File: src/rtl/alu_pkg.sv
// Shared execute-stage definitions: the ALU opcode space (including the
// multiply/divide extensions), the multdiv FSM state encoding and the fixed
// start-to-ready latency of the multdiv unit.
package alu_pkg;

  localparam logic [4:0] OP_ADD  = 5'b00000;
  localparam logic [4:0] OP_SUB  = 5'b00001;
  localparam logic [4:0] OP_AND  = 5'b00010;
  localparam logic [4:0] OP_OR   = 5'b00011;
  localparam logic [4:0] OP_SLL  = 5'b00100;
  localparam logic [4:0] OP_SRA  = 5'b00101;
  localparam logic [4:0] OP_MULT = 5'b00110;
  localparam logic [4:0] OP_DIV  = 5'b00111;

  // Clocks from the start edge to the rising edge of data_resultRDY.
  localparam int MULTDIV_LATENCY = 33;

  typedef enum logic [1:0] {
    ST_IDLE = 2'd0,
    ST_MUL  = 2'd1,
    ST_DIV  = 2'd2,
    ST_DONE = 2'd3
  } md_state_e;

endpackage

File: src/rtl/div_restoring_dp.sv
// Restoring divider datapath working on unsigned magnitudes.
//   clock, resetn : clock and asynchronous active-low reset
//   load          : capture dividend/divisor, clear the partial remainder
//   step          : perform one restoring iteration (one quotient bit)
//   dividend      : dividend magnitude
//   divisor       : divisor magnitude
//   quotient      : quotient magnitude, valid after WIDTH steps
// load has priority over step. A zero divisor yields all-ones; the caller
// is expected to override that case.
module div_restoring_dp #(
  parameter int WIDTH = 32
) (
  input  logic             clock,
  input  logic             resetn,
  input  logic             load,
  input  logic             step,
  input  logic [WIDTH-1:0] dividend,
  input  logic [WIDTH-1:0] divisor,
  output logic [WIDTH-1:0] quotient
);

  logic [WIDTH:0]   rem_q, rem_d;
  logic [WIDTH-1:0] quo_q, quo_d;
  logic [WIDTH-1:0] dvs_q, dvs_d;
  logic [WIDTH+1:0] rem_shift;
  logic [WIDTH+1:0] diff;

  always_comb begin
    rem_d = rem_q;
    quo_d = quo_q;
    dvs_d = dvs_q;
    // One spare bit above the remainder so the trial subtraction's sign is
    // never lost when the shifted remainder reaches 2^WIDTH.
    rem_shift = {rem_q, quo_q[WIDTH-1]};
    diff      = rem_shift - {2'b00, dvs_q};
    if (load) begin
      rem_d = '0;
      quo_d = dividend;
      dvs_d = divisor;
    end else if (step) begin
      if (!diff[WIDTH+1]) begin
        rem_d = diff[WIDTH:0];
        quo_d = {quo_q[WIDTH-2:0], 1'b1};
      end else begin
        rem_d = rem_shift[WIDTH:0];
        quo_d = {quo_q[WIDTH-2:0], 1'b0};
      end
    end
  end

  always_ff @(posedge clock or negedge resetn) begin
    if (!resetn) begin
      rem_q <= '0;
      quo_q <= '0;
      dvs_q <= '0;
    end else begin
      rem_q <= rem_d;
      quo_q <= quo_d;
      dvs_q <= dvs_d;
    end
  end

  assign quotient = quo_q;

endmodule

File: src/rtl/multdiv_unit.sv
// Iterative signed multiply / divide unit for the execute stage.
//   clock, resetn  : clock and asynchronous active-low reset
//   data_operandA  : multiplicand / dividend (signed)
//   data_operandB  : multiplier / divisor (signed)
//   ctrl_MULT      : start-multiply pulse
//   ctrl_DIV       : start-divide pulse
//   data_result    : low WIDTH bits of the product, or the quotient
//   data_exception : multiply overflow, divide-by-zero or divide overflow
//   data_resultRDY : one-cycle result-valid pulse
//   busy           : operation in progress
//   dbg_state      : current FSM state
// Handshake: a start is a single-cycle pulse on ctrl_MULT/ctrl_DIV sampled
// at a rising edge in any state (MULT wins if both are high; a start while
// busy aborts the running op). Operands are only sampled at that edge.
// Exactly MULTDIV_LATENCY edges later data_resultRDY is high for one cycle
// with data_result/data_exception valid; those hold until the next
// completion or reset. There is no back-pressure.
module multdiv_unit
  import alu_pkg::*;
#(
  parameter int WIDTH = 32,
  parameter int CNT_W = 6
) (
  input  logic             clock,
  input  logic             resetn,
  input  logic [WIDTH-1:0] data_operandA,
  input  logic [WIDTH-1:0] data_operandB,
  input  logic             ctrl_MULT,
  input  logic             ctrl_DIV,
  output logic [WIDTH-1:0] data_result,
  output logic             data_exception,
  output logic             data_resultRDY,
  output logic             busy,
  output md_state_e        dbg_state
);

  localparam logic [CNT_W-1:0] CNT_LAST_STEP = CNT_W'(WIDTH - 1);
  localparam logic [CNT_W-1:0] CNT_END       = CNT_W'(WIDTH);
  localparam logic [WIDTH-1:0] INT_MIN       = {1'b1, {(WIDTH-1){1'b0}}};

  md_state_e          state_q, state_d;
  logic [CNT_W-1:0]   cnt_q, cnt_d;
  logic [2*WIDTH-1:0] acc_q, acc_d;
  logic [2*WIDTH-1:0] mcand_q, mcand_d;
  logic [WIDTH-1:0]   mplier_q, mplier_d;
  logic               neg_q, neg_d;
  logic               div_zero_q, div_zero_d;
  logic               div_ovf_q, div_ovf_d;
  logic [WIDTH-1:0]   result_q, result_d;
  logic               exc_q, exc_d;
  logic               rdy_q, rdy_d;
  logic               busy_q, busy_d;

  logic               start;
  logic [WIDTH-1:0]   mag_a, mag_b;
  logic               dp_step;
  logic [WIDTH-1:0]   quo_mag;
  logic               mul_ovf;

  assign start = ctrl_MULT | ctrl_DIV;

  // Two's-complement magnitudes; INT_MIN maps to itself, read as unsigned.
  assign mag_a = data_operandA[WIDTH-1] ? (~data_operandA + 1'b1) : data_operandA;
  assign mag_b = data_operandB[WIDTH-1] ? (~data_operandB + 1'b1) : data_operandB;

  assign dp_step = !start && (state_q == ST_DIV) && (cnt_q != CNT_END);

  // Product fits in signed WIDTH bits only if the top WIDTH+1 bits agree.
  assign mul_ovf = !((acc_q[2*WIDTH-1:WIDTH-1] == '0) ||
                     (acc_q[2*WIDTH-1:WIDTH-1] == '1));

  div_restoring_dp #(.WIDTH(WIDTH)) u_div_dp (
    .clock    (clock),
    .resetn   (resetn),
    .load     (start),
    .step     (dp_step),
    .dividend (mag_a),
    .divisor  (mag_b),
    .quotient (quo_mag)
  );

  always_comb begin
    state_d    = state_q;
    cnt_d      = cnt_q;
    acc_d      = acc_q;
    mcand_d    = mcand_q;
    mplier_d   = mplier_q;
    neg_d      = neg_q;
    div_zero_d = div_zero_q;
    div_ovf_d  = div_ovf_q;
    result_d   = result_q;
    exc_d      = exc_q;
    rdy_d      = rdy_q;
    busy_d     = busy_q;

    if (start) begin
      state_d    = ctrl_MULT ? ST_MUL : ST_DIV;
      cnt_d      = '0;
      acc_d      = '0;
      mcand_d    = {{WIDTH{data_operandA[WIDTH-1]}}, data_operandA};
      mplier_d   = data_operandB;
      neg_d      = data_operandA[WIDTH-1] ^ data_operandB[WIDTH-1];
      div_zero_d = (data_operandB == '0);
      div_ovf_d  = (data_operandA == INT_MIN) && (data_operandB == '1);
      rdy_d      = 1'b0;
      busy_d     = 1'b1;
    end else begin
      unique case (state_q)
        ST_IDLE: ;
        ST_MUL: begin
          if (cnt_q == CNT_END) begin
            state_d  = ST_DONE;
            result_d = acc_q[WIDTH-1:0];
            exc_d    = mul_ovf;
            rdy_d    = 1'b1;
            busy_d   = 1'b0;
          end else begin
            // The multiplier's sign bit carries weight -2^(WIDTH-1), so its
            // partial product is subtracted on the final iteration.
            if (mplier_q[0]) begin
              if (cnt_q == CNT_LAST_STEP) acc_d = acc_q - mcand_q;
              else                        acc_d = acc_q + mcand_q;
            end
            mcand_d  = mcand_q << 1;
            mplier_d = mplier_q >> 1;
            cnt_d    = cnt_q + CNT_W'(1);
          end
        end
        ST_DIV: begin
          if (cnt_q == CNT_END) begin
            state_d = ST_DONE;
            rdy_d   = 1'b1;
            busy_d  = 1'b0;
            if (div_zero_q) begin
              result_d = '0;
              exc_d    = 1'b1;
            end else if (div_ovf_q) begin
              result_d = INT_MIN;
              exc_d    = 1'b1;
            end else begin
              result_d = neg_q ? (~quo_mag + 1'b1) : quo_mag;
              exc_d    = 1'b0;
            end
          end else begin
            cnt_d = cnt_q + CNT_W'(1);
          end
        end
        ST_DONE: begin
          state_d = ST_IDLE;
          rdy_d   = 1'b0;
        end
        default: state_d = ST_IDLE;
      endcase
    end
  end

  always_ff @(posedge clock or negedge resetn) begin
    if (!resetn) begin
      state_q    <= ST_IDLE;
      cnt_q      <= '0;
      acc_q      <= '0;
      mcand_q    <= '0;
      mplier_q   <= '0;
      neg_q      <= 1'b0;
      div_zero_q <= 1'b0;
      div_ovf_q  <= 1'b0;
      result_q   <= '0;
      exc_q      <= 1'b0;
      rdy_q      <= 1'b0;
      busy_q     <= 1'b0;
    end else begin
      state_q    <= state_d;
      cnt_q      <= cnt_d;
      acc_q      <= acc_d;
      mcand_q    <= mcand_d;
      mplier_q   <= mplier_d;
      neg_q      <= neg_d;
      div_zero_q <= div_zero_d;
      div_ovf_q  <= div_ovf_d;
      result_q   <= result_d;
      exc_q      <= exc_d;
      rdy_q      <= rdy_d;
      busy_q     <= busy_d;
    end
  end

  assign data_result    = result_q;
  assign data_exception = exc_q;
  assign data_resultRDY = rdy_q;
  assign busy           = busy_q;
  assign dbg_state      = state_q;

endmodule

File: config.mk
export PLATFORM = sky130hd
export DESIGN_NAME = multdiv_unit
export DESIGN_NICKNAME = d
export VERILOG_FILES = /design/src/rtl/alu_pkg.sv /design/src/rtl/div_restoring_dp.sv /design/src/rtl/multdiv_unit.sv
export SDC_FILE = /design/constraint.sdc
export NUM_CORES = 1
export LEC_CHECK = 0
export ABC_AREA = 1
export CORE_ASPECT_RATIO = 0.7
export CORE_MARGIN = 2
export CORE_UTILIZATION = 50
export DETAILED_ROUTE_END_ITERATION = 7
export MAX_ROUTING_LAYER = met4
export PLACE_DENSITY = 0.68
export SYNTH_ARGS = -nofsm -noshare
export SYNTH_HDL_FRONTEND = slang
export SYNTH_HIERARCHICAL = 1
export SYNTH_SLANG_ARGS = --single-unit
File: constraint.sdc
create_clock -name clock -period 3.5 [get_ports clock]
set_input_delay 0.525 -clock clock [delete_from_list [all_inputs] [get_ports clock]]
set_output_delay 0.525 -clock clock [all_outputs]
set_load 0.02 [all_outputs]
# == Yosys cells after proc, flatten, opt, wreduce, memory -nomap -nowiden ==
# Cells that the tools add are included.
# word_totals
reg_bits,303
in_bits,68
output_inout_bits,37
word_cells,106
# classes
n_addsub,7
n_eq_ne,13
muxes,43
bitwise,6
n_reduce_logical,22
# ops
operator,n
$mux 64,8
$mux 32,12
$mux 33,3
$add 32x1->32 const B,3
$not 32->32,3
$add 64x64->64,1
$eq 32x32->1 const B,2
$pmux 32 s2,1
$sub 64x64->64,1
$sub 34x32->34,1
$eq 33x33->1 const B,1
$logic_not 33->1,1
$logic_not 32->1,1
$mux 6,3
$reduce_bool 2->1,6
$mux 1,10
$reduce_and 2->1,4
$add 6x1->6 const B,1
$eq 6x5->1 const B,1
$eq 6x6->1 const B,1
$mux 2,3
$ne 6x6->1 const B,1
$eq 2x2->1 const B,2
$ne 2x2->1 const B,2
15 further kinds,19

# == Logic depth before layout (Yosys ltp) ==
# Gate-level depths: netlist of run 1.
# logic_depth
word_depth,7
depth_mapped,25
ltp_nobuf,25

# == Modules after synthesis ==
# Netlist of run 1, hierarchy kept.
# modules_own_cells
module,instances,cells_each,area_per_inst_um2,seq_area_each_um2
multdiv_unit,1,3057,18924.4,5154.9
div_restoring_dp,1,1034,7194.4,2427.3

# == Worst setup path after synthesis of run 1 ==
# No wires, ideal clock.
# synth_path
path_type,register to register
startpoint,register mcand_q[0]
endpoint,register acc_q[59]
setup_ps,117
arrival_time_ps,2859
required_time_ps,3383
path_slack_ps,524
stages_incl_launch_ff,23
path_buffers,0
period_less_slack_ps,2976
path_cell_list,dfrtp_1 > inv_1 > ha_1 > nand3_1 > nor2_2 > nand2_2 > nor2_1 > nand4_1 > nor2_1 > a21oi_1 > xor2_1 > ha_1 > nand2_1 > nor2_1 > inv_1 > nor2_1 > nand2_1 > nor3_1 > nand2_1 > nand2_1 > nand2_1 > nand3_1 > nand2_1
# synth_between
elab_chain_cells,6
word_cells_on_any_way,7
classes_between,2 x add/sub; 5 x mux
# synth_rtl
element,line,text
"start, declared",multdiv_unit.sv:44,"logic [2*WIDTH-1:0] mcand_q, mcand_d;"
"start signal, assigned",multdiv_unit.sv:175,mcand_q <= mcand_d;
$add 64x64->64 or $sub 64x64->64 (tied branches),"multdiv_unit.sv:122, multdiv_unit.sv:121",
$mux 64 (*),multdiv_unit.sv:121,if (cnt_q == CNT_LAST_STEP) acc_d = acc_q - mcand_q;
$mux 64 (*),multdiv_unit.sv:120,if (mplier_q[0]) begin
$mux 64 (*),multdiv_unit.sv:111,if (cnt_q == CNT_END) begin
$mux 64 (*),multdiv_unit.sv:108,unique case (state_q)
$mux 64 (*),multdiv_unit.sv:96,if (start) begin
"end signal, assigned",multdiv_unit.sv:161,acc_q <= '0;
"end signal, assigned",multdiv_unit.sv:174,acc_q <= acc_d;
"end, declared",multdiv_unit.sv:43,"logic [2*WIDTH-1:0] acc_q, acc_d;"
# Mark *: on every way between the ends. The rest lies on a longest branch, timed or not. The select of a mux whose other input is x is not followed.
# A chain may end at the register's enable or synchronous reset.

# == Worst setup path in the final report of run 1 ==
# layout_path
startpoint,register mcand_q[4]
endpoint,register acc_q[61]
# Same word-level chain as after synthesis.

==> results of run 1 <==
-- state kept, by name, indices dropped and copies added, names as in the netlist --
name and flops:
acc_q 64, mcand_q 64, u_div_dp/rem_q 33, data_result 32
mplier_q 32, u_div_dp/dvs_q 32, u_div_dp/quotient 32, cnt_q 6
dbg_state 2, busy 1, data_exception 1, data_resultRDY 1
div_ovf_q 1, div_zero_q 1, neg_q 1
-- layout make-up --
cell class	count	area, sq um	share of cell area
Antenna cell	2	5.00	0.000146
Clock buffer	44	1010	0.0296
Clock inverter	22	256	0.00749
Inverter	707	2670	0.0779
Multi-Input combinational cell	2976	17400	0.508
Sequential cell	303	7590	0.222
Tap cell	684	856	0.0250
Timing Repair Buffer	522	4460	0.130
-- cell usage after synthesis (all sizes together) (17+ instances only) --
| cell type | instances | area share |
|---|---|---|
| nand3 | 243 | 0.052 |
| o211ai | 20 | 0.0057 |
| nor2 | 388 | 0.060 |
| o21ai | 172 | 0.033 |
| buf | 61 | 0.013 |
| nand3b | 27 | 0.0078 |
| nand2 | 1340 | 0.20 |
| inv | 706 | 0.10 |
| a221oi | 29 | 0.0097 |
| xor2 | 116 | 0.039 |
| nor4 | 17 | 0.0043 |
| a2bb2oi | 22 | 0.0074 |
| xnor2 | 26 | 0.0087 |
| nor3 | 94 | 0.019 |
| ha | 105 | 0.050 |
| o22ai | 36 | 0.0086 |
| a21oi | 189 | 0.038 |
| o221ai | 47 | 0.016 |
| dfrtp | 303 | 0.29 |
| clkbuf | 44 | 0.0063 |
| nand4 | 55 | 0.013 |
-- what timing repair did --
| action | 4_1_cts | 5_1_grt |
|---|---|---|
| pin swaps | 9 | 163 |
| setup buffers | 5 | 50 |
| endpoints found under the hold margin | 5 | 0 |
| cloned | 0 | 1 |
| endpoints found under the setup margin | 38 | 52 |
| resized for setup | 48 | 550 |
| hold buffers | 1 | 0 |
-- metal layers --
layer,up-vias,wire (um),track usage
met1,13600,51400,0.610
met5,-,0,-
met4,0,2670,0.0910
li1,14000,-,-
met2,1504,39900,0.495
met3,162,12600,0.0940
-- worst max-delay path by stage --
stage / cells past startpoint / endpoint
2_1_floorplan: 22 / acc_q[59]$_DFFE_PN0P_
3_3_place_gp: 22 / acc_q[48]$_DFFE_PN0P_
3_5_place_dp: 22 / acc_q[48]$_DFFE_PN0P_
4_1_cts: 23 / acc_q[35]$_DFFE_PN0P_
5_1_grt: 25 / acc_q[43]$_DFFE_PN0P_
6_report: 19 / acc_q[61]$_DFFE_PN0P_
-- worst max-delay path: cells and delay by family (launching register included) --
kind                       cells  cell delay, ns
DFF                            1            0.46
buffers and inverters          3            0.55
xor gates and xnor gates       1            0.28
AOI/OAI and AO/OA              6            0.87
adders and majority gates      1            0.20
and+or+nand+nor                8            1.03
-- stage by stage --
stage          hold slack, ns  cells
2_1_floorplan           0.229   4091
3_3_place_gp            0.464   5136
3_5_place_dp            0.473   5136
4_1_cts                 0.487   5208
5_1_grt                 0.495   5258
6_report                0.484   5260
-- power groups by stage --
stage	sequential [mW]	clock (mW)	combinational [mW]
floorplan	4.09	0	2.28
global placement	4.17	0	4.09
detailed placement	4.17	0	4.11
CTS	4.11	4.17	4.17
global route	4.19	4.29	5.19
finish	4.16	4.13	4.82
-- cell families after synthesis --
logic type / after synthesis / synth area share
xor+xnor: 142 / 0.0476
fa+ha+maj: 107 / 0.0518
simple gates: 2179 / 0.361
flops: 303 / 0.290
mux: 1 / 0.000431
compound gates: 547 / 0.128
buf+inv: 812 / 0.121
==> impl_metrics.tcl, run 1 <==
set metrics [dict create \
    power_frac_comb 0.367 \
    totalPowerFinal_mw 13.1 \
    critical_path.max_stage_delay_ns 0.46 \
    cp_cell_sequence "nor2_4 -> nand2_1 -> nor2_4 -> nand4_1 -> buf_4 -> o21ai_4 -> o211ai_1 -> xor2_1 -> buf_4 -> ha_4 -> a21oi_2 -> buf_4 -> o21ai_0 -> a21oi_1 -> nand2_1 -> a21oi_2 -> nand3_1 -> nand3_1 -> nand2_1" \
    drt_iter0_drc 3668 \
    ys_async_sr_fraction 1.00 \
    cap_violations 0 \
    fmax_mhz 284 \
    peakVddDrop_mv 0.457 \
    crit_start "mcand_q[4]$_DFFE_PN0P_" \
    grt_max_degree 90 \
    start_util 0.503 \
    maxSlewViolCount 0 \
    ys_seq_area_frac 0.290 \
    netSwitchingPower_mw 5.09 \
    gp_congestion 1.01 \
    setup_tns_ns -0.0216 \
    fin_area_sq_mm 0.0343 \
    worstPathRequired_ns 3.96 \
    arrival_ns 3.98 \
    path_class "reg2reg" \
    clock_skew_ns 0.0192 \
    cp-start-kind "flip-flop" \
    final_common_cell "nand2_1" \
    grt_pass1_vias 26100 \
    finalNetCount 4721 \
    p_leak_nw 17.7 \
    cp-end-kind "flip-flop" \
    post_drt_via_cell_ratio 5.55 \
    seq_power_share 0.317 \
    drc 0 \
    area_growth_pct 31.1 \
    dr_total_vias 29200 \
    syn_area_per_cell_sq_um 6.38 \
    boundaryPins 105 \
    die_w_um 277 \
    reg2reg_depth 19 \
    slew_headroom 0.284 \
    dieArea_sq_mm 0.0541 \
    switching_share 0.389 \
    clk_pin_slew_ns 0.06 \
    cts_made_buffers 36 \
    yosys_warnings 6 \
    status "finished, violations left" \
    worstMarginPinSlew_ns 1.07 \
    cp_max_fo 4 \
    hold_end "mplier_q[31]$_DFFE_PN0P_" \
    power_density_mw_per_mm2 383 \
    die_h_um 195 \
    violations "setup timing" \
    antenna_found_initial 0 \
    core_area_sq_mm 0.0519 \
    cts_tree "done" \
    synth-seq-cells 303 \
    crit_path_top_delay_cell "dfrtp_2" \
    clock_latency_ns 0.57 \
    p_int_mw 8.01 \
    dr.pass1.iters 6 \
    synth_cells 4091 \
    placed_area_sq_mm 0.0304 \
    clock_sinks 303 \
    min-delay-path-class "reg2reg" \
    ff2ff_setup_slack_ns -0.02 \
    drt_wl_total_um 107000 \
    reg2reg_to "acc_q[61]$_DFFE_PN0P_" \
    grt_pass1_wl_um 158000 \
    gr-total-overflow 0 \
    wire_per_inst_um 20.3 \
    synth_edf_count 0 \
    rsz0062_at_grt "yes" \
    drive_gt1_frac 0.228 \
    finish.utilization 0.659 \
    htreeDepth 2 \
    synth-main-ff-cell "dfrtp_1" \
    pre_cts_ws_ns -0.190 \
    dp_hpwl_um 82500 \
    finalCritPeriodShare 1.01 \
    setup_slack_ns -0.0216 \
    clk_path_buf_depth 3 \
    rows 70 \
    port_buffers 104 \
    fin_crit_ns 3.52 \
    netlist-cell-type-count 63 \
    p_clk_frac 0.315 \
    fill_cells 4794 \
    syn_area_sq_mm 0.0261 \
    whs_path_depth 2 \
    root_buffer "clkbuf_16" \
    r2r_start "mcand_q[4]$_DFFE_PN0P_" \
    setup_viol 1 \
    final_hold_viol_count 0 \
    final_cell_mix "1,147 x nand2_1, 652 x inv_1, 381 x buf_4" \
    track_usage 0.392 \
    worstHoldStart "mplier_q[31]$_DFFE_PN0P_" \
    synth_nets 4266 \
    postRouteAntennaNets 0 \
]
(Power assumes the default switching activity.)
==> run 2, diff against run 1 <==
--- a/config.mk
+++ b/config.mk
@@ -6,13 +6,16 @@
 export NUM_CORES = 1
 export LEC_CHECK = 0
 export ABC_AREA = 1
+export CELL_PAD_IN_SITES_DETAIL_PLACEMENT = 0
+export CELL_PAD_IN_SITES_GLOBAL_PLACEMENT = 1
 export CORE_ASPECT_RATIO = 0.7
 export CORE_MARGIN = 2
-export CORE_UTILIZATION = 50
+export CORE_UTILIZATION = 45
 export DETAILED_ROUTE_END_ITERATION = 7
 export MAX_ROUTING_LAYER = met4
-export PLACE_DENSITY = 0.68
+export PLACE_DENSITY_LB_ADDON = 0.1
 export SYNTH_ARGS = -nofsm -noshare
 export SYNTH_HDL_FRONTEND = slang
 export SYNTH_HIERARCHICAL = 1
 export SYNTH_SLANG_ARGS = --single-unit
+export TNS_END_PERCENT = 5
==> impl_metrics.tcl, run 2 (synthesized netlist as in run 1, its figures left out) <==
set metrics [dict create \
    cts_made_buffers 37 \
    final_cell_mix "1,126 x nand2_1, 652 x inv_1, 356 x buf_4" \
    clock_latency_ns 0.58 \
    root_buffer "clkbuf_16" \
    pre_cts_ws_ns -0.265 \
    clock_skew_ns 0.0181 \
    placed_area_sq_mm 0.0305 \
    fmax_mhz 285 \
    worstPathRequired_ns 4.00 \
    clock_sinks 303 \
    holdWs_ns -0.0414 \
    power_density_mw_per_mm2 384 \
    port_buffers 104 \
    min-delay-path-class "in2async" \
    core_area_sq_mm 0.0571 \
    dr.pass1.iters 6 \
    final_hold_viol_count 22 \
    setup_viol 1 \
    arrival_ns 4.01 \
    track_usage 0.363 \
    area_growth_pct 31.7 \
    drt_wl_total_um 108000 \
    wire_per_inst_um 20.4 \
    htreeDepth 2 \
    drt_iter0_drc 3204 \
    totalPowerFinal_mw 13.2 \
    status "finished, violations left" \
    dieArea_sq_mm 0.0600 \
    grt_pass1_wl_um 160000 \
    setup_slack_ns -0.00860 \
    rsz0062_at_grt "yes" \
    finish.utilization 0.602 \
    crit_cells 25 \
    fill_cells 5614 \
    die_h_um 206 \
    fin_area_sq_mm 0.0344 \
    antennaDiodeCount 0 \
    drc 0 \
    cp_max_fo 4 \
    ctsHoldBuffers 0 \
    finalNetCount 4705 \
    antenna_found_initial 0 \
    reg_top3 "acc_q x64, mcand_q x64, u_div_dp/rem_q x33" \
    crit_path_top_delay_cell "dfrtp_1" \
    crit_top_cell "nand2_2" \
    final_common_cell "nand2_1" \
    postRouteAntennaNets 0 \
    cp-end-kind "flip-flop" \
    cap_violations 0 \
    rows 73 \
    gr-total-overflow 0 \
    seq_area_sq_mm 0.00759 \
    cts_tree "done" \
    post_drt_via_cell_ratio 5.41 \
    slew_headroom 0.215 \
    clk_pin_slew_ns 0.07 \
    violations "hold timing, setup timing" \
    worstMarginPinSlew_ns 1.17 \
    gp_congestion 1.03 \
    start_util 0.458 \
    worst-path-buf-inv 5 \
    drive_gt1_frac 0.230 \
    peakVddDrop_mv 0.411 \
    path_class "reg2reg" \
    p_leak_nw 17.7 \
    cp-start-kind "flip-flop" \
    critical_path.max_stage_delay_ns 0.40 \
    cp_top_family "simple AND/OR/NAND/NOR gates" \
    fin_crit_ns 3.51 \
    boundaryPins 105 \
    dp_hpwl_um 85400 \
    clk_path_buf_depth 3 \
    die_w_um 292 \
    dr_total_vias 28700 \
    finalCritPeriodShare 1.00 \
    grt_pass1_vias 25600 \
    grt_max_degree 99 \
    multi_input_area_sq_mm 0.0175 \
    maxSlewViolCount 0 \
    reg2reg_depth 25 \
]
run 2: cell count changes in the layout (fill, tap and decap cells not counted), sizes merged:
| cell | delta |
|---|---|
| dlygate4sd3 | -1 |
| buf | -16 |
| inv | -2 |
| clkinv | -3 |
| clkbuf | +5 |
| diode | -2 |
run 2: worst reg2reg max path, stage by stage, from the launching register on:
cell     delay, ns
dfrtp_1       0.40
buf_6         0.13
nor2_4        0.09
nand2_4       0.07
nor2_4        0.17
nand2_4       0.10
nor2_4        0.17
nand2_2       0.10
nor2_4        0.18
buf_6         0.12
nor2_1        0.03
xor2_1        0.27
ha_1          0.35
nand2_2       0.14
nor2_1        0.06
buf_4         0.15
nand2_1       0.08
nand2_2       0.06
buf_6         0.14
nand2_2       0.06
nand2_2       0.06
inv_1         0.06
nand2_2       0.09
nand2_1       0.08
nand2_1       0.06
o21ai_1       0.18
run 2: area by class of cell:
type / instances / share of cell area
Clock buffer: 49 / 0.0303
Sequential cell: 303 / 0.221
Tap cell: 750 / 0.0273
Timing Repair Buffer: 505 / 0.129
Multi-Input combinational cell: 2976 / 0.508
Inverter: 707 / 0.0776
Clock inverter: 17 / 0.00662
run 2: where the power goes:
group | total [mW] | leakage, nW | switching (mW) | internal [mW]
combinational | 4.89 | 13.3 | 3.06 | 1.84
clock | 4.16 | 0.608 | 1.75 | 2.41
sequential | 4.16 | 3.84 | 0.339 | 3.82
run 2: stage by stage:
| stage | cells | setup TNS (ns) |
|---|---|---|
| 2_1_floorplan | 4091 | 0 |
| 3_3_place_gp | 5192 | -3.69 |
| 3_5_place_dp | 5192 | -5.38 |
| 4_1_cts | 5263 | -0.0222 |
| 5_1_grt | 5307 | -3.00 |
| 6_report | 5307 | -0.00860 |
run 2: worst paths after layout:
kind	slack [ns]	startpoint	endpoint
max in group asynchronous	2.65	resetn	data_exception$_DFFE_PN0P_
min in group clock	0.48	data_result[7]$_DFFE_PN0P_	data_result[7]$_DFFE_PN0P_
setup / recovery	-0.009	mcand_q[1]$_DFFE_PN0P_	acc_q[36]$_DFFE_PN0P_
hold / removal	-0.04	resetn	u_div_dp/quotient[14]$_DFFE_PN0P_
hold reg to reg	0.48	data_result[7]$_DFFE_PN0P_	data_result[7]$_DFFE_PN0P_
setup reg to reg	-0.009	mcand_q[1]$_DFFE_PN0P_	acc_q[36]$_DFFE_PN0P_
run 2: metal layers:
| metal | global-route usage | routed length, um | vias up |
|---|---|---|---|
| met2 | 0.463 | 40600 | 1187 |
| met3 | 0.0990 | 12300 | 103 |
| met5 | - | 0 | - |
| met4 | 0.0626 | 1930 | 0 |
| met1 | 0.559 | 53400 | 13500 |
| li1 | - | - | 13900 |
run 2: timing repair:
action	4_1_cts	5_1_grt
pin swaps	21	189
endpoints found under the hold margin	0	0
endpoints found under the setup margin	41	51
buffers inserted	5	43
gates cloned	0	1
gates resized for setup	82	542
